<file path="config.mk">
export PLATFORM = sky130hd
export DESIGN_NAME = debounce_fsm_flat
export DESIGN_NICKNAME = d
export VERILOG_FILES = /design/src/rtl/debounce_fsm_if.sv /design/src/rtl/debounce_fsm.sv /design/src/flat_wrapper.sv
export SDC_FILE = /design/constraint.sdc
export NUM_CORES = 1
export LEC_CHECK = 0
export ABC_CLOCK_PERIOD_IN_PS = 1600
export CORE_MARGIN = 1.5
export CORE_UTILIZATION = 30
export CTS_BUF_LIST = sky130_fd_sc_hd__clkbuf_4 sky130_fd_sc_hd__clkbuf_8
export CTS_CLUSTER_DIAMETER = 200
export DETAILED_ROUTE_END_ITERATION = 6
export PLACE_DENSITY = 0.56
export SYNTH_ARGS = -nofsm -noshare
export SYNTH_HDL_FRONTEND = slang
export SYNTH_SLANG_ARGS = --single-unit
</file>
<file path="constraint.sdc">
create_clock -name clk -period 1.6 [get_ports clk]
set_input_delay 0.16 -clock clk [delete_from_list [all_inputs] [get_ports clk]]
set_output_delay 0.16 -clock clk [all_outputs]
set_load 0.005 [all_outputs]
</file>
<file path="src/rtl/debounce_fsm_if.sv">
// ============================================================================
// Module   : debounce_fsm_if
// Purpose  : Bundles the sample strobe, raw button level and the debounced
//            outputs of debounce_fsm into one connection.
// Ports    : (interface signals)
//            tick          - one-clk sample strobe from the upstream tick counter
//            btn_in        - raw, asynchronous, bouncing button level (1 = pressed)
//            btn_level     - debounced button level
//            press_pulse   - one-clk pulse on an accepted 0->1 transition
//            release_pulse - one-clk pulse on an accepted 1->0 transition
//            busy          - high while a candidate transition is being qualified
// Modports : master - drives tick/btn_in, observes the debounced outputs
//            slave  - the debouncer itself
// Revision : 1.0 - initial release
// ============================================================================
`default_nettype none

interface debounce_fsm_if;
  logic tick;
  logic btn_in;
  logic btn_level;
  logic press_pulse;
  logic release_pulse;
  logic busy;

  modport master (
    output tick,
    output btn_in,
    input  btn_level,
    input  press_pulse,
    input  release_pulse,
    input  busy
  );

  modport slave (
    input  tick,
    input  btn_in,
    output btn_level,
    output press_pulse,
    output release_pulse,
    output busy
  );
endinterface

`default_nettype wire

</file>
<file path="src/rtl/debounce_fsm.sv">
// ============================================================================
// Module   : debounce_fsm
// Purpose  : Button debouncer. The raw level is synchronised with two flops,
//            then a four-state FSM accepts a new level only after it has been
//            seen on STABLE_COUNT consecutive sample ticks. Accepted edges
//            produce a registered one-clk press or release pulse.
// Params   : STABLE_COUNT - consecutive ticks needed to accept a level (2..15)
// Ports    : clk   - system clock, rising edge
//            rst_a - asynchronous, active-low reset
//            bus   - debounce_fsm_if.slave (tick, btn_in, btn_level,
//                    press_pulse, release_pulse, busy)
// Revision : 1.0 - initial release
// ============================================================================
`default_nettype none

module debounce_fsm #(
  parameter int STABLE_COUNT = 4
) (
  input  logic           clk,
  input  logic           rst_a,
  debounce_fsm_if.slave  bus
);

  localparam logic [1:0] IDLE_LOW  = 2'd0;
  localparam logic [1:0] WAIT_HIGH = 2'd1;
  localparam logic [1:0] IDLE_HIGH = 2'd2;
  localparam logic [1:0] WAIT_LOW  = 2'd3;

  // Count value at which the next agreeing tick completes qualification.
  localparam logic [3:0] LAST_CNT  = 4'(STABLE_COUNT - 1);

  logic       sync_meta;
  logic       sample;
  logic [1:0] state;
  logic [1:0] state_nxt;
  logic [3:0] cnt;
  logic [3:0] cnt_nxt;
  logic       level;
  logic       level_nxt;
  logic       press;
  logic       press_nxt;
  logic       release_p;
  logic       release_nxt;

  // Two-flop synchroniser; only 'sample' is visible to the FSM.
  always_ff @(posedge clk or negedge rst_a) begin
    if (!rst_a) begin
      sync_meta <= 1'b0;
      sample    <= 1'b0;
    end else begin
      sync_meta <= bus.btn_in;
      sample    <= sync_meta;
    end
  end

  // Next-state logic. Everything holds unless tick is high; the pulses
  // default low so each accepted transition yields exactly one cycle.
  always_comb begin
    state_nxt   = state;
    cnt_nxt     = cnt;
    level_nxt   = level;
    press_nxt   = 1'b0;
    release_nxt = 1'b0;
    if (bus.tick) begin
      case (state)
        IDLE_LOW: begin
          if (sample) begin
            state_nxt = WAIT_HIGH;
            cnt_nxt   = 4'd1;
          end
        end
        WAIT_HIGH: begin
          if (!sample) begin
            state_nxt = IDLE_LOW;
            cnt_nxt   = 4'd0;
          end else if (cnt == LAST_CNT) begin
            state_nxt = IDLE_HIGH;
            cnt_nxt   = 4'd0;
            level_nxt = 1'b1;
            press_nxt = 1'b1;
          end else begin
            cnt_nxt   = cnt + 4'd1;
          end
        end
        IDLE_HIGH: begin
          if (!sample) begin
            state_nxt = WAIT_LOW;
            cnt_nxt   = 4'd1;
          end
        end
        WAIT_LOW: begin
          if (sample) begin
            state_nxt = IDLE_HIGH;
            cnt_nxt   = 4'd0;
          end else if (cnt == LAST_CNT) begin
            state_nxt   = IDLE_LOW;
            cnt_nxt     = 4'd0;
            level_nxt   = 1'b0;
            release_nxt = 1'b1;
          end else begin
            cnt_nxt     = cnt + 4'd1;
          end
        end
        default: begin
          state_nxt = IDLE_LOW;
          cnt_nxt   = 4'd0;
        end
      endcase
    end
  end

  always_ff @(posedge clk or negedge rst_a) begin
    if (!rst_a) begin
      state     <= IDLE_LOW;
      cnt       <= 4'd0;
      level     <= 1'b0;
      press     <= 1'b0;
      release_p <= 1'b0;
    end else begin
      state     <= state_nxt;
      cnt       <= cnt_nxt;
      level     <= level_nxt;
      press     <= press_nxt;
      release_p <= release_nxt;
    end
  end

  assign bus.btn_level     = level;
  assign bus.press_pulse   = press;
  assign bus.release_pulse = release_p;
  assign bus.busy          = (state == WAIT_HIGH) || (state == WAIT_LOW);

endmodule

`default_nettype wire

</file>
<file path="src/flat_wrapper.sv">
// flat-port wrapper written by rule: the top's interface ports become plain ports
module debounce_fsm_flat 
#(
  parameter int STABLE_COUNT = 4
)
  (clk, rst_a, bus_tick, bus_btn_in, bus_btn_level, bus_press_pulse, bus_release_pulse, bus_busy);
  debounce_fsm_if bus_i ();
  input  logic clk;
  input  logic rst_a;
  input wire logic [$bits(bus_i.tick)-1:0] bus_tick;
  input wire logic [$bits(bus_i.btn_in)-1:0] bus_btn_in;
  output wire logic [$bits(bus_i.btn_level)-1:0] bus_btn_level;
  output wire logic [$bits(bus_i.press_pulse)-1:0] bus_press_pulse;
  output wire logic [$bits(bus_i.release_pulse)-1:0] bus_release_pulse;
  output wire logic [$bits(bus_i.busy)-1:0] bus_busy;
  assign bus_i.tick = bus_tick;
  assign bus_i.btn_in = bus_btn_in;
  assign bus_btn_level = bus_i.btn_level;
  assign bus_press_pulse = bus_i.press_pulse;
  assign bus_release_pulse = bus_i.release_pulse;
  assign bus_busy = bus_i.busy;
  debounce_fsm #(.STABLE_COUNT(STABLE_COUNT)) u_core (.clk(clk), .rst_a(rst_a), .bus(bus_i));
endmodule
</file>
==> flow_metrics.tcl <==
set metrics [dict create \
    antennaDiodeCount 0 \
    final.min_clock_period_ns 1.444 \
    total_leakage_power_nw 0.2554 \
    synth_ff_type "dfrtp_1" \
    via_count 345 \
    numCtsBuffers 3 \
    core_area_um2 1506 \
    hold_class "in2async" \
    antenna_found_initial 0 \
    io_pins 8 \
    row_count 14 \
    slew_violations 0 \
    hold_ws_ns 0.2345 \
    crit_fanout 4 \
    yosysWarnings 0 \
    crit_chain "ha_1 > nand3b_2 > or2_4 > a221o_1" \
    slew_headroom_pct 65.49 \
    ir_drop_mv 0.5276 \
    cts_htree_levels 1 \
    grt_pass1_vias 316 \
    syn_to_final_growth_pct 25.78 \
    cap_violations 0 \
    viasPerCell 5.000 \
    rsz0062_at_grt "false" \
    post_cts_buffers 0 \
    clkSinkCount 11 \
    max_stage_delay_ns 0.39 \
    ys_top_cells_by_count "dfrtp_1 (11), inv_1 (4), o21ai_0 (4)" \
    combPwrFrac_pct 24.3 \
    hold_buffers 0 \
    dp_hpwl_um 615.6 \
    clock_path_buffers 2 \
    synthCells 42 \
    critPathLaunchType "register" \
    firstDrtPassIters 2 \
    post-route-period-util_pct 90.25 \
    track_usage_pct 12.02 \
    portBuffers 7 \
    endpoint_kind "register" \
    synth_nets 47 \
    status "finished clean" \
    cp_slowest_cell "dfrtp_1" \
    synth-seq-cells 11 \
    internal_power_mw 0.5295 \
    dpl.cell_count 65 \
    drive_gt1_share_pct 13.21 \
    dr.first_iter.drc_count 5 \
    worst_slew_pin_slew_ns 0.5160 \
    clock.fmax_mhz 692.5 \
    die_x_um 43.02 \
    required_ns 1.75 \
    post_drt_wl_per_cell_um 12.51 \
    p_sw_mw 0.2419 \
    synth_area_per_cell_um2 11.44 \
    clk_latency_ns 0.26 \
    fin_nets 59 \
    grt_pass1_wl_um 1511 \
    final_area_um2 604.3 \
    cts.clk_slew.worst_paths_ns 0.07 \
    final.setup.tns_ns 0 \
    yosysMostFrequentCell "dfrtp_1" \
    synth_largest_area_cell "dfrtp_1" \
    arrival_ns 1.59 \
    synth.area.top_cells "dfrtp_1 (57%), o2bb2ai_1 (5.5%), o21ai_0 (4.2%), inv_1 (3.1%), ha_1 (2.6%)" \
    async_flop_share_pct 100.0 \
    die-area_um2 1851 \
    synth-edff-count 0 \
    power.density_nw_per_um2 1276 \
    cts_resized 0 \
    finalSetupViolCount 0 \
    hold_viol 0 \
    fin_cells 69 \
    synth_top_area_share_pct 57.29 \
    p_sw_share_pct 31.36 \
    wl_um 863 \
    ant_nets 0 \
    place_area_um2 574.3 \
    power_frac_seq_pct 49.2 \
    crit_type "reg2reg" \
    cts_root_buffer "clkbuf_4" \
    yosysSeqAreaShare_pct 57.29 \
    netlist_area_um2 480.5 \
    clock_skew_ns 0.001160 \
    synth_cell_types 22 \
    grt_overflow 0 \
    die_h_um 43.02 \
    tritoncts "yes" \
    gp_congestion 0.7593 \
    clkPwrFrac_pct 26.5 \
    remaining_drc_errors 0 \
    initial_core_util_pct 31.89 \
    grt_max_degree 12 \
]
## cell type report
class	count	area, µm²
Inverter	4	15.01
Multi-Input combinational cell	26	186.4
Fill cell	154	902.1
Sequential cell	11	275.3
Tap cell	16	20.02
Timing Repair Buffer	8	77.57
Clock buffer	4	30.03
## state kept, by name, indices dropped and copies added, names as in the netlist, named ones only
| name | flops |
|---|---|
| u_core.cnt | 4 |
| u_core.bus.btn_level | 1 |
| u_core.bus.press_pulse | 1 |
| u_core.bus.release_pulse | 1 |
| u_core.sample | 1 |
| u_core.state | 1 |
| u_core.sync_meta | 1 |
## layout by cell type, fill, tap and decap left out
cell and count:
nor3b_1 1, or2_4 1, nand3_1 1, a2bb2oi_1 1
a221o_1 1, nand2_1 2, xor2_1 1, a21boi_0 1
inv_1 4, nand3b_2 1, nand2b_1 1, ha_1 1
o2bb2ai_1 3, o21ai_0 4, a31oi_1 1, o311ai_0 1
clkdlybuf4s50_1 7, dfrtp_1 11, clkbuf_4 4, nor3_1 2
mux2i_1 1, buf_4 1, nor2b_1 1, a21oi_1 1
## power groups by stage
stage | registers [mW] | logic (mW) | clock network, mW
floorplan | 0.374 | 0.129 | 0
global placement | 0.387 | 0.185 | 0
detailed placement | 0.386 | 0.190 | 0
CTS | 0.382 | 0.192 | 0.217
global route | 0.393 | 0.216 | 0.225
finish | 0.380 | 0.187 | 0.204
## per-stage QoR
step | worst slack, ns | power [mW] | utilization (%)
5_1_grt | 0.05331 | 0.8336 | 40.12
3_3_place_gp | 0.1060 | 0.5713 | 38.12
2_1_floorplan | 0.2426 | 0.5030 | -
4_1_cts | 0.1402 | 0.7903 | 40.12
3_5_place_dp | 0.08634 | 0.5764 | 38.12
6_report | 0.1560 | 0.7714 | 40.12
## cell families after synthesis
kind of cell	after synthesis	share of synthesized area (%)
AO/OA/AOI/OAI	13	19.27
AND/OR/NAND/NOR	10	13.02
flip-flops	11	57.29
adder cells (fa/ha/maj)	1	2.604
buffers and inverters	5	3.905
multiplexers	1	2.083
XOR/XNOR	1	1.823
## worst paths after layout
path | start | slack, ns | endpoint | cells after the start
setup / recovery | u_core.cnt[0] | 0.16 | u_core.bus.btn_level | 4
min in group clk | bus_btn_in | 0.33 | u_core.sync_meta | 1
setup reg to reg | u_core.cnt[0] | 0.16 | u_core.bus.btn_level | 4
hold reg to reg | u_core.sync_meta | 0.35 | u_core.sample | 0
max in group asynchronous | rst_a | 1.02 | asynchronous set/reset pin | 1
hold / removal | rst_a | 0.23 | u_core.sync_meta | 1
## metal layers
layer / vias to the layer above / track usage [%] / wire length (µm)
met1: 159 / 14.82 / 417
met4: 0 / 10.91 / 27
met2: 9 / 15.45 / 381
met5: - / 0 / 0
li1: 175 / - / -
met3: 2 / 5.106 / 37
## critical path, delay by kind of cell, from the launching register on
| family | cells | cell delay, ns |
|---|---|---|
| flip-flops | 1 | 0.39 |
| adder cells (fa/ha/maj) | 1 | 0.21 |
| AO/OA/AOI/OAI | 1 | 0.34 |
| AND/OR/NAND/NOR | 2 | 0.39 |
Power figures use the tool's default switching activity.
